[src/rtl/div_unit_pkg.sv]
// div_unit_pkg: shared encodings and widths for the EX-stage divider.
// Holds FSM states, handshake levels and the HI/LO result width.
package div_unit_pkg;

    localparam int DivWidth   = 32;
    localparam int DivCntW    = 6;
    localparam int DivResultW = 2 * DivWidth;

    typedef enum logic [1:0] {
        DivFree   = 2'b00,
        DivByZero = 2'b01,
        DivOn     = 2'b10,
        DivEnd    = 2'b11
    } div_state_e;

    localparam logic DivResultReady    = 1'b1;
    localparam logic DivResultNotReady = 1'b0;
    localparam logic DivStart          = 1'b1;
    localparam logic DivStop           = 1'b0;

endpackage

[src/rtl/div_subtract_stage.sv]
// div_subtract_stage: one restoring-division step (trial subtract + shift).
// Ports: dividend (low 2*WIDTH bits of the working register), divisor
//        (magnitude), next_dividend (2*WIDTH+1 bit updated register).
module div_subtract_stage #(
    parameter int WIDTH = 32
) (
    input  logic [2*WIDTH-1:0] dividend,
    input  logic [WIDTH-1:0]   divisor,
    output logic [2*WIDTH:0]   next_dividend
);

    logic [WIDTH:0] diff;

    assign diff = {1'b0, dividend[2*WIDTH-1:WIDTH]} - {1'b0, divisor};

    // A borrow out of the top bit means the divisor did not fit.
    always_comb begin
        if (diff[WIDTH]) begin
            next_dividend = {dividend, 1'b0};
        end else begin
            next_dividend = {diff[WIDTH-1:0], dividend[WIDTH-1:0], 1'b1};
        end
    end

endmodule

[src/rtl/div_unit.sv]
// div_unit: multi-cycle radix-2 restoring divider for DIV/DIVU.
// Ports: clk, reset (sync, active-low), signed_div, opdata1, opdata2,
//        start, annul in; result {rem, quo}, ready, stall_req out.
//        div_by_zero out only when DIV_DBZ_FLAG_EN is defined.
module div_unit
    import div_unit_pkg::*;
#(
    parameter int WIDTH = DivWidth,
    parameter int CNT_W = DivCntW
) (
    input  logic               clk,
    input  logic               reset,
    input  logic               signed_div,
    input  logic [WIDTH-1:0]   opdata1,
    input  logic [WIDTH-1:0]   opdata2,
    input  logic               start,
    input  logic               annul,
    output logic [2*WIDTH-1:0] result,
    output logic               ready,
    output logic               stall_req
`ifdef DIV_DBZ_FLAG_EN
    ,
    output logic               div_by_zero
`endif
);

    div_state_e         state, state_n;
    logic [CNT_W-1:0]   cnt, cnt_n;
    logic [2*WIDTH:0]   dividend, dividend_n;
    logic [WIDTH-1:0]   divisor, divisor_n;
    logic               neg_q, neg_q_n;
    logic               neg_r, neg_r_n;
    logic [2*WIDTH-1:0] result_n;
    logic               ready_n;
`ifdef DIV_DBZ_FLAG_EN
    logic               dbz_n;
`endif

    logic [WIDTH-1:0]   op1_mag, op2_mag;
    logic [2*WIDTH:0]   step;
    logic [WIDTH-1:0]   quo, rem;
    logic [WIDTH-1:0]   quo_fix, rem_fix;

    assign op1_mag = (signed_div & opdata1[WIDTH-1]) ? -opdata1 : opdata1;
    assign op2_mag = (signed_div & opdata2[WIDTH-1]) ? -opdata2 : opdata2;

    div_subtract_stage #(
        .WIDTH(WIDTH)
    ) u_sub (
        .dividend     (dividend[2*WIDTH-1:0]),
        .divisor      (divisor),
        .next_dividend(step)
    );

    // Quotient shifts into the low half; remainder sits one bit up.
    assign quo     = dividend[WIDTH-1:0];
    assign rem     = dividend[2*WIDTH:WIDTH+1];
    assign quo_fix = neg_q ? -quo : quo;
    assign rem_fix = neg_r ? -rem : rem;

    assign stall_req = start & ~ready & ~annul;

    always_ff @(posedge clk) begin
        if (!reset) begin
            state    <= DivFree;
            cnt      <= '0;
            dividend <= '0;
            divisor  <= '0;
            neg_q    <= 1'b0;
            neg_r    <= 1'b0;
            result   <= '0;
            ready    <= DivResultNotReady;
`ifdef DIV_DBZ_FLAG_EN
            div_by_zero <= 1'b0;
`endif
        end else begin
            state    <= state_n;
            cnt      <= cnt_n;
            dividend <= dividend_n;
            divisor  <= divisor_n;
            neg_q    <= neg_q_n;
            neg_r    <= neg_r_n;
            result   <= result_n;
            ready    <= ready_n;
`ifdef DIV_DBZ_FLAG_EN
            div_by_zero <= dbz_n;
`endif
        end
    end

    always_comb begin
        state_n    = state;
        cnt_n      = cnt;
        dividend_n = dividend;
        divisor_n  = divisor;
        neg_q_n    = neg_q;
        neg_r_n    = neg_r;
        result_n   = result;
        ready_n    = ready;
`ifdef DIV_DBZ_FLAG_EN
        dbz_n      = div_by_zero;
`endif
        unique case (state)
            DivFree: begin
                ready_n  = DivResultNotReady;
                result_n = '0;
                if (start == DivStart && !annul) begin
                    if (opdata2 == '0) begin
                        state_n = DivByZero;
                    end else begin
                        state_n    = DivOn;
                        cnt_n      = '0;
                        dividend_n = {{WIDTH{1'b0}}, op1_mag, 1'b0};
                        divisor_n  = op2_mag;
                        // Signs captured now; operands may move later.
                        neg_q_n = signed_div &
                                  (opdata1[WIDTH-1] ^ opdata2[WIDTH-1]);
                        neg_r_n = signed_div & opdata1[WIDTH-1];
                    end
                end
            end
            DivByZero: begin
                if (annul) begin
                    state_n = DivFree;
                end else begin
                    state_n  = DivEnd;
                    result_n = '0;
                    ready_n  = DivResultReady;
`ifdef DIV_DBZ_FLAG_EN
                    dbz_n    = 1'b1;
`endif
                end
            end
            DivOn: begin
                if (annul) begin
                    state_n = DivFree;
                    ready_n = DivResultNotReady;
                end else if (cnt != CNT_W'(WIDTH)) begin
                    dividend_n = step;
                    cnt_n      = cnt + CNT_W'(1);
                end else begin
                    state_n  = DivEnd;
                    result_n = {rem_fix, quo_fix};
                    ready_n  = DivResultReady;
                end
            end
            DivEnd: begin
                if (start == DivStop || annul) begin
                    state_n  = DivFree;
                    ready_n  = DivResultNotReady;
                    result_n = '0;
`ifdef DIV_DBZ_FLAG_EN
                    dbz_n    = 1'b0;
`endif
                end
            end
            default: begin
                state_n = DivFree;
            end
        endcase
    end

endmodule

[config.mk]
export PLATFORM = sky130hd
export DESIGN_NAME = div_unit
export DESIGN_NICKNAME = d
export VERILOG_FILES = /design/src/rtl/div_unit_pkg.sv /design/src/rtl/div_subtract_stage.sv /design/src/rtl/div_unit.sv
export SDC_FILE = /design/constraint.sdc
export NUM_CORES = 1
export LEC_CHECK = 0
export CAP_MARGIN = 20
export CORE_MARGIN = 2
export CORE_UTILIZATION = 55
export DETAILED_ROUTE_END_ITERATION = 8
export GPL_TIMING_DRIVEN = 0
export PLACE_DENSITY = 0.87
export SYNTH_ARGS = -nofsm -noshare
export SYNTH_HDL_FRONTEND = slang
export SYNTH_HIERARCHICAL = 1
export SYNTH_SLANG_ARGS = --single-unit
[constraint.sdc]
create_clock -name clk -period 4.2 [get_ports clk]
set_input_delay 1.26 -clock clk [delete_from_list [all_inputs] [get_ports clk]]
set_output_delay 1.26 -clock clk [all_outputs]
set_load 0.1 [all_outputs]
==> summary.txt <==
Placed design
  – Placement-stage cell area: 13200 um^2
  – Dpl hpwl: 26500 um
  – Placed insts: 1881
  – Final Wtd Congestion: 0.954
  – Pre-CTS setup slack: -0.331 ns
  – I/O Buffers: 133

Setup path
  – Worst EP required: 4.50 ns
  – Setup crit start kind: primary input
  – Internal reg-to-reg setup slack: 0.68 ns
  – CP Class: in -> reg
  – Worst r2r path cells: 11
  – Crit path arrival time: 4.35 ns
  – RR Startpoint: dividend[34]
  – CP Capture Type: flop
  – Crit path max-delay cell type: or4_4
  – RR Endpoint: dividend[48]
  – Most common cell on crit path: buf_2
  – CP Launch Point: opdata2[8]
  – Crit Path Max Fanout: 10
  – Largest stage delay on the critical path: 0.59 ns
  – Worst-path cell chain: clkdlybuf4s50_1, or4_4, or4b_1, buf_2, nor4_2, nor2_1, buf_2, nand2_1, o22ai_1

Floorplan
  – Width of the die: 149 um
  – Die height: 149 um
  – Row count: 52
  – Initial Utilization: 0.565
  – Core area: 20400 um^2
  – IO Pins: 135
  – Die area: 22100 um^2

Power and ir drop
  – P_leak: 5.11 nW
  – Pwr/cell area: 497 nW/um^2
  – Total power: 6.86 mW
  – Worst vdd ir: 0.323 mV
  – Share of power burned in registers: 0.304
  – Int Power: 3.89 mW
  – Clock network fraction of total power: 0.241
  – Sw Ratio: 0.433
  – Comb power frac: 0.455
  – NetSw: 2.97 mW

Finish
  – Layout fillers: 1714
  – Share of cells above drive strength 1: 0.0773
  – Final Non-Filler Cells: 1913
  – N_diodes: 0
  – Register Area: 3440 um^2
  – Post-Layout Inst Area: 13800 um^2
  – Nets: 1743
  – Post-synthesis to final-layout area growth: 19.8%
  – Footprint of the multi-input gates: 7160 um^2

Synthesis
  – Top FF cell, synth: dfxtp_1
  – Async S/R FF share, synth: 0
  – Synth Warn #: 6
  – Post-synth EDFFs: 0
  – Post-Syn Area: 11500 um^2
  – Post-Synthesis Cells: 1478
  – Seq cells post-synth: 172
  – Synth cell types: 76
  – Synthesized Nets: 1591
  – Syn_area_per_cell: 7.79 um^2
  – Part of the Yosys area used for sequential elements: 0.299

Hold path
  – Worst Hold Launch: result[61]
  – Hold Path Depth: 1
  – Hold endpoint: result[61]
  – HP Class: reg -> reg

Global routing
  – GRT overflow: 0
  – Initial antenna violation count: 0
  – Overall routing resource usage: 0.315
  – Largest net degree at the start of global routing: 18
  – Vias in the first global route: 10800
  – Global-route wire length before repair: 55700 um

Routing
  – Initial DRC Count: 1312
  – Wirelength, routed: 34800 um
  – Avg WL per Cell: 18.2 um
  – Drc violations: 0
  – Vias: 11800
  – Antenna-violating nets left: 0
  – DRT Pass-1 Iters: 6
  – Vias/cell: 6.14

Clock tree
  – Clock Sinks: 172
  – Cts-stage hold buffer count: 0
  – CTS tree: built
  – Max Root-Sink Buffers: 2
  – Clk_lat worst skew: 0.44 ns
  – CTS buffer count: 17
  – H-tree levels: 4
  – Clock-pin slew on the worst setup and hold paths: 0.07 ns
  – CTS root buffer: clkbuf_16

STA
  – Skew final: 0.0194 ns
  – Final Hold Vio Count: 0
  – Slew Limit Fails: 0
  – Worst-Margin Slew: 1.02 ns
  – Fin crit period: 4.06 ns
  – Max Fclk: 0.247 GHz
  – Final setup vio count: 0
  – RSZ-0062 raised after global routing: no
  – Final cycle utilization of the critical path: 0.966
  – Relative slew slack: 0.309
  – Final Worst Setup Slack: 0.144 ns

Outcome
  – Outcome: finished clean

Flow run
  – Maxcap violations: 0
[critical path: cells and delay by family]
family                 cells  cell delay (ns)
AO/OA/AOI/OAI              1             0.14
AND/OR/NAND/NOR            5             1.97
buffers and inverters      3             0.99
[timing repair]
action	4_1_cts	5_1_grt
hold endpoints to repair	0	0
resized for setup	3	0
setup endpoints to repair	1	0
setup buffers	0	0
[cells in the mapped netlist, types with 5 or more instances]
cell       count  area, um^2
ha_1          43         538
a31oi_1       15        93.8
xnor2_1       60         526
or2_2          6        37.5
or4_1         16         120
xor2_1        82         718
inv_1         62         233
a21o_1         7        52.6
a22oi_1       16         120
buf_2         15        75.1
nor2b_1        5        31.3
nor3_1        25         125
o211ai_1      11        82.6
o21ai_0       89         445
mux2i_1       10         100
a21oi_1      145         726
nand2_1      157         589
buf_1          5        18.8
nand3_1       76         380
nor4_1        12        75.1
and2_1         7        43.8
clkbuf_1      59         221
o2bb2ai_1     42         368
nand2b_1      16         100
buf_4         34         255
nand4_1        8        50.1
or3_1         14        87.6
nor2_1       100         375
buf_6          9         101
o22ai_1        9        56.3
o21a_1         9        67.6
a211oi_2      12         150
o31ai_1       37         278
o41ai_1       18         158
and3_1         5        31.3
o2111ai_1      5        43.8
a41oi_1        7        61.3
o21ai_1        7        35.0
dfxtp_1      172        3440
[metrics by stage]
step	utilization	hold WS [ns]	TNS, ns
after detailed placement	0.647	0.446	-9.05
after global routing	0.678	0.476	0
after global placement	0.647	0.448	-11.29
final	0.678	0.461	0
after CTS	0.678	0.468	0
after floorplan	-	0.440	0
[final cells by class]
| cell class | instances | area share |
|---|---|---|
| clock buffers | 18 | 0.0318 |
| plain buffers | 122 | 0.0487 |
| multi-input cells | 1120 | 0.519 |
| inverters | 64 | 0.0174 |
| repair buffers | 133 | 0.0966 |
| clock inverters | 14 | 0.0127 |
| flip-flops and latches | 172 | 0.250 |
| well taps | 270 | 0.0245 |
[cells in the final DEF, fill, tap and decap left out, types with 16 or more instances in the layout]
master,instances
dfxtp_1,172
nand2_1,157
a21oi_1,145
clkdlybuf4s50_1,132
nor2_1,100
o21ai_0,89
xor2_1,82
nand3_1,76
inv_1,62
xnor2_1,60
clkbuf_1,59
ha_1,43
o2bb2ai_1,42
o31ai_1,37
buf_4,34
nor3_1,25
o41ai_1,18
clkbuf_16,17
nand2b_1,16
or4_1,16
a22oi_1,16
[power by group through the flow]
| stage | Combinational (mW) | Clock, mW | Sequential (mW) |
|---|---|---|---|
| after floorplan | 2.23 | 0 | 2.04 |
| after global placement | 2.94 | 0 | 2.09 |
| after detailed placement | 2.98 | 0 | 2.10 |
| after CTS | 3.02 | 1.66 | 2.07 |
| after global routing | 3.37 | 1.74 | 2.10 |
| final | 3.12 | 1.65 | 2.09 |
[kinds of logic (layout without fill, tap and decap cells)]
kind of cell | count (synthesis) | in the layout | synth area share
compound gates | 464 | 464 | 0.268
simple gates | 459 | 459 | 0.188
buf+inv | 186 | 351 | 0.0792
flops | 172 | 172 | 0.299
xor+xnor | 142 | 142 | 0.108
fa+ha+maj | 44 | 44 | 0.0485
mux | 11 | 11 | 0.0100
[per-layer routing]
layer	routed length (um)	GRT usage
met5	0	0
met4	736	0.0867
met3	3470	0.0684
met2	14900	0.479
met1	15700	0.452
[registers in the layout, indices dropped and copies added, names as in the netlist]
register,flops
neg_q,1
neg_r,1
dividend,65
state,2
cnt,6
result,64
ready,1
divisor,32
[worst max-delay path by stage]
stage | to | slack [ns]
after global placement | stall_req | -0.33
after CTS | dividend[20] | 0.20
after detailed placement | stall_req | -0.33
after floorplan | stall_req | 0.26
final | dividend[20] | 0.14
after global routing | dividend[20] | 0.06
No activity file was read; power rests on OpenSTA's default activity.
